### src/rtl/ozphy_pkg.sv
// Shared PHY constants and the ordered-set receiver state type.
package ozphy_pkg;

  localparam logic [7:0]  K_COM  = 8'hBC;
  localparam logic [7:0]  K_PAD  = 8'hF7;
  localparam logic [7:0]  TS1_ID = 8'h4A;
  localparam logic [7:0]  TS2_ID = 8'h45;
  localparam int unsigned TS_LEN = 16;

  typedef enum logic {
    OSR_IDLE,
    OSR_COLLECT
  } osr_state_e;

endpackage

### src/rtl/ts_os_rcvr.sv
// Per-lane TS1/TS2 ordered-set receiver: frames 16-symbol training sets, qualifies
// them, captures their fields and keeps the consecutive-match counters for the LTSSM.
module ts_os_rcvr
  import ozphy_pkg::*;
#(
  parameter int unsigned CNT_W  = 16,
  parameter logic [7:0]  ID_TS1 = TS1_ID,
  parameter logic [7:0]  ID_TS2 = TS2_ID
) (
  input  logic             clk,
  input  logic             reset,
  input  logic             en_n,
  input  logic [7:0]       txdata,
  input  logic             txdatak,
  input  logic             clr_ts1,
  input  logic             clr_ts2,
  output logic             os_valid,
  output logic             os_is_ts2,
  output logic [7:0]       link_num,
  output logic [7:0]       lane_num,
  output logic [7:0]       n_fts,
  output logic [7:0]       rate_id,
  output logic [7:0]       train_ctl,
  output logic             link_proposed,
  output logic             lane_proposed,
  output logic [CNT_W-1:0] ts1_cnt,
  output logic [CNT_W-1:0] ts2_cnt,
  output logic             os_err
);

  localparam logic [3:0] LAST_IDX = 4'(TS_LEN - 1);

  osr_state_e       state, state_nxt;
  logic [3:0]       idx, idx_nxt;
  logic             bad, bad_nxt;
  logic             all1, all1_nxt, all2, all2_nxt;
  logic             fin_good, fin_err, store;
  logic             is_com, sym_bad;
  logic             good_ts1, good_ts2, match1, match2;
  logic [7:0]       sym_link, sym_lane, sym_nfts, sym_rate, sym_ctl;
  logic             ref1_ok, ref2_ok;
  logic [7:0]       ref1_link, ref1_lane, ref2_link, ref2_lane;
  logic [CNT_W-1:0] cnt1_nxt, cnt2_nxt;

  assign is_com = txdatak && (txdata == K_COM);

  always_comb begin
    sym_bad = 1'b0;
    if (idx == 4'd1 || idx == 4'd2)
      sym_bad = txdatak && (txdata != K_PAD);
    else if (idx >= 4'd3 && idx <= 4'd5)
      sym_bad = txdatak;
  end

  always_comb begin
    state_nxt = state;
    idx_nxt   = idx;
    bad_nxt   = bad;
    all1_nxt  = all1;
    all2_nxt  = all2;
    fin_good  = 1'b0;
    fin_err   = 1'b0;
    store     = 1'b0;
    if (state == OSR_COLLECT && en_n) begin
      fin_err   = 1'b1;
      state_nxt = OSR_IDLE;
      idx_nxt   = '0;
    end else if (!en_n) begin
      if (is_com) begin
        // COM always (re)starts framing; inside a set it also aborts the old one
        fin_err   = (state == OSR_COLLECT);
        state_nxt = OSR_COLLECT;
        idx_nxt   = 4'd1;
        bad_nxt   = 1'b0;
        all1_nxt  = 1'b1;
        all2_nxt  = 1'b1;
      end else if (state == OSR_COLLECT) begin
        store   = 1'b1;
        bad_nxt = bad | sym_bad;
        if (idx >= 4'd6) begin
          all1_nxt = all1 & ~txdatak & (txdata == ID_TS1);
          all2_nxt = all2 & ~txdatak & (txdata == ID_TS2);
        end
        if (idx == LAST_IDX) begin
          state_nxt = OSR_IDLE;
          idx_nxt   = '0;
          fin_good  = !bad_nxt && (all1_nxt || all2_nxt);
          fin_err   = !fin_good;
        end else begin
          idx_nxt = idx + 4'd1;
        end
      end
    end
  end

  assign good_ts1 = fin_good & all1_nxt;
  assign good_ts2 = fin_good & ~all1_nxt;
  assign match1   = ref1_ok && (sym_link == ref1_link) && (sym_lane == ref1_lane);
  assign match2   = ref2_ok && (sym_link == ref2_link) && (sym_lane == ref2_lane);

  always_comb begin
    cnt1_nxt = ts1_cnt;
    cnt2_nxt = ts2_cnt;
    if (good_ts1)
      cnt1_nxt = !match1 ? CNT_W'(1) : ((&ts1_cnt) ? ts1_cnt : ts1_cnt + 1'b1);
    if (good_ts2)
      cnt2_nxt = !match2 ? CNT_W'(1) : ((&ts2_cnt) ? ts2_cnt : ts2_cnt + 1'b1);
    if (clr_ts1) cnt1_nxt = '0;
    if (clr_ts2) cnt2_nxt = '0;
  end

  always_ff @(posedge clk) begin
    if (reset) begin
      state <= OSR_IDLE;
      idx   <= '0;
      bad   <= 1'b0;
      all1  <= 1'b0;
      all2  <= 1'b0;
    end else begin
      state <= state_nxt;
      idx   <= idx_nxt;
      bad   <= bad_nxt;
      all1  <= all1_nxt;
      all2  <= all2_nxt;
    end
  end

  always_ff @(posedge clk) begin
    if (reset) begin
      sym_link      <= '0;
      sym_lane      <= '0;
      sym_nfts      <= '0;
      sym_rate      <= '0;
      sym_ctl       <= '0;
      os_valid      <= 1'b0;
      os_err        <= 1'b0;
      os_is_ts2     <= 1'b0;
      link_num      <= K_PAD;
      lane_num      <= K_PAD;
      n_fts         <= '0;
      rate_id       <= '0;
      train_ctl     <= '0;
      link_proposed <= 1'b0;
      lane_proposed <= 1'b0;
      ts1_cnt       <= '0;
      ts2_cnt       <= '0;
      ref1_ok       <= 1'b0;
      ref2_ok       <= 1'b0;
      ref1_link     <= '0;
      ref1_lane     <= '0;
      ref2_link     <= '0;
      ref2_lane     <= '0;
    end else begin
      if (store) begin
        case (idx)
          4'd1:    sym_link <= txdata;
          4'd2:    sym_lane <= txdata;
          4'd3:    sym_nfts <= txdata;
          4'd4:    sym_rate <= txdata;
          4'd5:    sym_ctl  <= txdata;
          default: ;
        endcase
      end
      os_valid <= fin_good;
      os_err   <= fin_err;
      ts1_cnt  <= cnt1_nxt;
      ts2_cnt  <= cnt2_nxt;
      if (fin_good) begin
        os_is_ts2 <= ~all1_nxt;
        link_num  <= sym_link;
        lane_num  <= sym_lane;
        n_fts     <= sym_nfts;
        rate_id   <= sym_rate;
        train_ctl <= sym_ctl;
      end
      if (good_ts1) begin
        link_proposed <= (sym_link != K_PAD);
        lane_proposed <= (sym_lane != K_PAD);
        ref1_ok       <= 1'b1;
        ref1_link     <= sym_link;
        ref1_lane     <= sym_lane;
      end
      if (good_ts2) begin
        ref2_ok   <= 1'b1;
        ref2_link <= sym_link;
        ref2_lane <= sym_lane;
      end
    end
  end

endmodule
### config.mk
export PLATFORM = sky130hd
export DESIGN_NAME = ts_os_rcvr
export DESIGN_NICKNAME = d
export VERILOG_FILES = /design/src/rtl/ozphy_pkg.sv /design/src/rtl/ts_os_rcvr.sv
export SDC_FILE = /design/constraint.sdc
export NUM_CORES = 1
export LEC_CHECK = 0
export BUFFER_PORTS_ARGS = -buffer_cell sky130_fd_sc_hd__clkbuf_2
export CELL_PAD_IN_SITES_DETAIL_PLACEMENT = 0
export CELL_PAD_IN_SITES_GLOBAL_PLACEMENT = 1
export CORE_MARGIN = 2
export CORE_UTILIZATION = 40
export CTS_CLUSTER_DIAMETER = 50
export DETAILED_ROUTE_END_ITERATION = 10
export PLACE_DENSITY_LB_ADDON = 0.12
export RECOVER_POWER = 100
export SYNTH_ARGS = -nofsm -noshare
export SYNTH_HDL_FRONTEND = slang
export SYNTH_SLANG_ARGS = --single-unit
### constraint.sdc
create_clock -name clk -period 2.2 [get_ports clk]
set_input_delay 0.44 -clock clk [delete_from_list [all_inputs] [get_ports clk]]
set_output_delay 0.44 -clock clk [all_outputs]
set_load 0.1 [all_outputs]
==> results.json <==
{
  "synth_xor_area_frac": 0.0403,
  "via_per_inst": 5.23,
  "synth_edf_count": 0,
  "diodes": 0,
  "dp.cells": 1117,
  "ys_ff_latch": 159,
  "critPathKind": "register to register",
  "synthAdderAreaFrac": 0.0108,
  "antenna_left": 0,
  "grt-ovfl-total": 0,
  "io_pins": 91,
  "yosys_most_used_dff": "dfxtp_1",
  "row_count": 48,
  "path_clk_slew_ps": 60,
  "startpoint_type": "register",
  "hold_buffers": 0,
  "status": "complete, no violations",
  "dp_hpwl_um": 12800,
  "worstSetupEndpointType": "register",
  "hold_depth": 3,
  "hp-start": "en_n",
  "synth.top_cells.by_count": "dfxtp_1, nor2_1, mux2i_1, nand2_1, a21oi_1",
  "power.share.clock": 0.490,
  "layout-drive-gt1-share": 0.297,
  "rr_startpoint": "idx[0]$_SDFFE_PP0P_",
  "p_switching_mw": 1.28,
  "period_needed_ps": 2190,
  "tritoncts": "built",
  "hp-class": "input pin to register",
  "fmax_mhz": 457,
  "p_comb_frac": 0.029,
  "synth_nets": 787,
  "async_flop_share": 0,
  "skew_ps": 13.3,
  "p_int_mw": 4.72,
  "antenna_found_initial": 0,
  "drc_errors": 0,
  "grt_use_total": 0.209,
  "final_nets": 953,
  "synthMuxAreaShare": 0.118,
  "slew_headroom": 0.613,
  "critPathMaxFanout": 5,
  "pwr_density_cell_nw_per_um2": 643,
  "numCtsBuffers": 17,
  "hold_violations": 0,
  "rsz0062_at_grt": "yes",
  "synthDistinctLibCells": 56,
  "grt_max_degree": 69,
  "firstDrtPassIters": 4,
  "final_cells": 1171,
  "yosysMostFrequentCell": "dfxtp_1",
  "gp_congestion": 0.832,
  "synth_compound_area_frac": 0.121,
  "die_y_um": 136,
  "yosysTopAreaCellShare": 0.458,
  "setup_viol": 0,
  "rr_worst_depth": 12,
  "rrSetupSlack_ps": 10,
  "syn-instance-count": 767,
  "required_ps": 2520,
  "synth_top_family_by_area": "simple AND/OR/NAND/NOR gates",
  "h-tree-depth": 4,
  "tightest_slew_ps": 582,
  "period_share": 0.996,
  "swShare": 0.213,
  "cts-root-buf": "clkbuf_16",
  "rr_endpoint": "lane_num[0]$_SDFFE_PP1P_",
  "syn_area_per_cell_um2": 9.06,
  "max-vdd-ir-drop_uv": 549,
  "routed_wl_um": 19100,
  "grt_pass1_vias": 6033,
  "insertion_delay_ps": 430,
  "synth_seq_area_share": 0.458,
  "holdWs_ps": 335,
  "io_buffers": 90,
  "min_to": "state$_SDFFE_PP0N_",
  "initial_core_util": 0.406,
  "power_frac_seq": 0.481,
  "die_width_um": 136,
  "core_area_um2": 17100,
  "p_leak_nw": 3.91,
  "netlist_top_cells_area": "dfxtp_1, mux2i_1, nor2_1",
  "grt_pass1_wl_um": 30100,
  "yosys.area.top_type": "dfxtp_1",
  "vias": 6119,
  "slew_violations": 0,
  "drt_iter0_markers": 354,
  "cts.sinks": 159,
  "clockBufferDepth": 2,
  "yosys_warnings": 0,
  "dieArea_um2": 18400,
  "post_drt_wl_per_cell_um": 16.3,
  "reg_top3": "ts1_cnt x16, ts2_cnt x16",
  "mappedNetlistArea_um2": 6950,
  "cp_data_arrival_time_ps": 2510,
  "cap_violations": 0,
  "synthSimpleGateAreaFrac": 0.211,
  "area_growth_pct": 34.1
}
logic make-up after synthesis:
kind of cell             count (synthesis)
AO/OA/AOI/OAI                          129
XOR/XNOR                                32
adder cells (fa/ha/maj)                  6
buffers and inverters                   67
flip-flops                             159
multiplexers                            82
AND/OR/NAND/NOR                        292
power by group through the flow:
stage | clock network (mW) | logic (mW) | registers [mW]
after floorplan | 0 | 0.0691 | 2.93
after global placement | 0 | 0.167 | 2.93
after detailed placement | 0 | 0.168 | 2.93
after CTS | 3.02 | 0.173 | 2.86
after global routing | 3.12 | 0.186 | 2.88
final | 2.94 | 0.173 | 2.88
worst max-delay path, stage by stage, from the launching register on:
cell       delay (ps)
dfxtp_2           330
buf_4             120
ha_4              130
nand3_2            90
nor3b_2           220
and2_4            180
buf_4             110
a21boi_4          180
buf_6             140
buf_12            130
clkbuf_16         150
nor2b_1            40
a211o_1           250
cells in the final DEF (no fill, tap or decap), drive strengths merged, types with 6 or more instances in the layout:
master,netlist,layout
clkbuf,43,132
nand4,16,16
mux2i,82,82
dfxtp,159,159
or4,19,19
nand3,15,15
ha,6,6
xnor2,6,6
nor4,10,10
buf,13,90
a21oi,53,53
xor2,26,26
o21ai,15,17
nand2,54,54
nor2,112,112
nand2b,7,7
nor2b,19,19
nor3,9,9
inv,11,14
a211o,15,15
o31ai,21,22
final cells by class:
type	instances	area, um^2
Clock buffer	24	483
Fill cell	1605	7800
Timing Repair Buffer	200	1450
Multi-Input combinational cell	544	3760
Inverter	11	41.3
Clock inverter	8	101
Sequential cell	159	3190
Tap cell	225	282
through the flow:
stage | power, mW | util | cell area (um^2) | setup TNS, ps | worst slack (ps)
after global routing | 6.19 | 0.544 | 9320 | -2000 | -83.8
after detailed placement | 3.09 | 0.493 | 8440 | -20100 | -359
after floorplan | 2.99 | - | 7120 | -606 | -77.2
after CTS | 6.06 | 0.541 | 9260 | 0 | 6.47
final | 5.99 | 0.544 | 9320 | 0 | 9.68
after global placement | 3.09 | 0.493 | 8440 | -20110 | -313
metal layers:
metal | GRT usage | wire [um] | up-vias
met5 | 0 | 0 | -
met4 | 0.0839 | 280 | 0
met3 | 0.0522 | 972 | 17
met2 | 0.354 | 9470 | 130
met1 | 0.254 | 8340 | 2928
li1 | - | - | 3044
repair_timing:
item                                    in CTS  in global routing
setup buffers                               14                  3
pin swaps                                   10                 23
endpoints found under the setup margin      72                 65
gates cloned                                 4                  3
resized for setup                           12                 36
worst max-delay path by stage:
stage,start,to,slack [ps]
after floorplan,ts1_cnt[2]$_SDFFE_PP0P_,ts1_cnt[15]$_SDFFE_PP0P_,-80
after global placement,txdatak,ts2_cnt[3]$_SDFFE_PP0P_,-310
after detailed placement,txdatak,ts1_cnt[10]$_SDFFE_PP0P_,-360
after CTS,idx[0]$_SDFFE_PP0P_,ts2_cnt[7]$_SDFFE_PP0P_,6
after global routing,idx[0]$_SDFFE_PP0P_,ts1_cnt[14]$_SDFFE_PP0P_,-80
final,idx[0]$_SDFFE_PP0P_,lane_num[0]$_SDFFE_PP1P_,10
(Power assumes the default switching activity.)
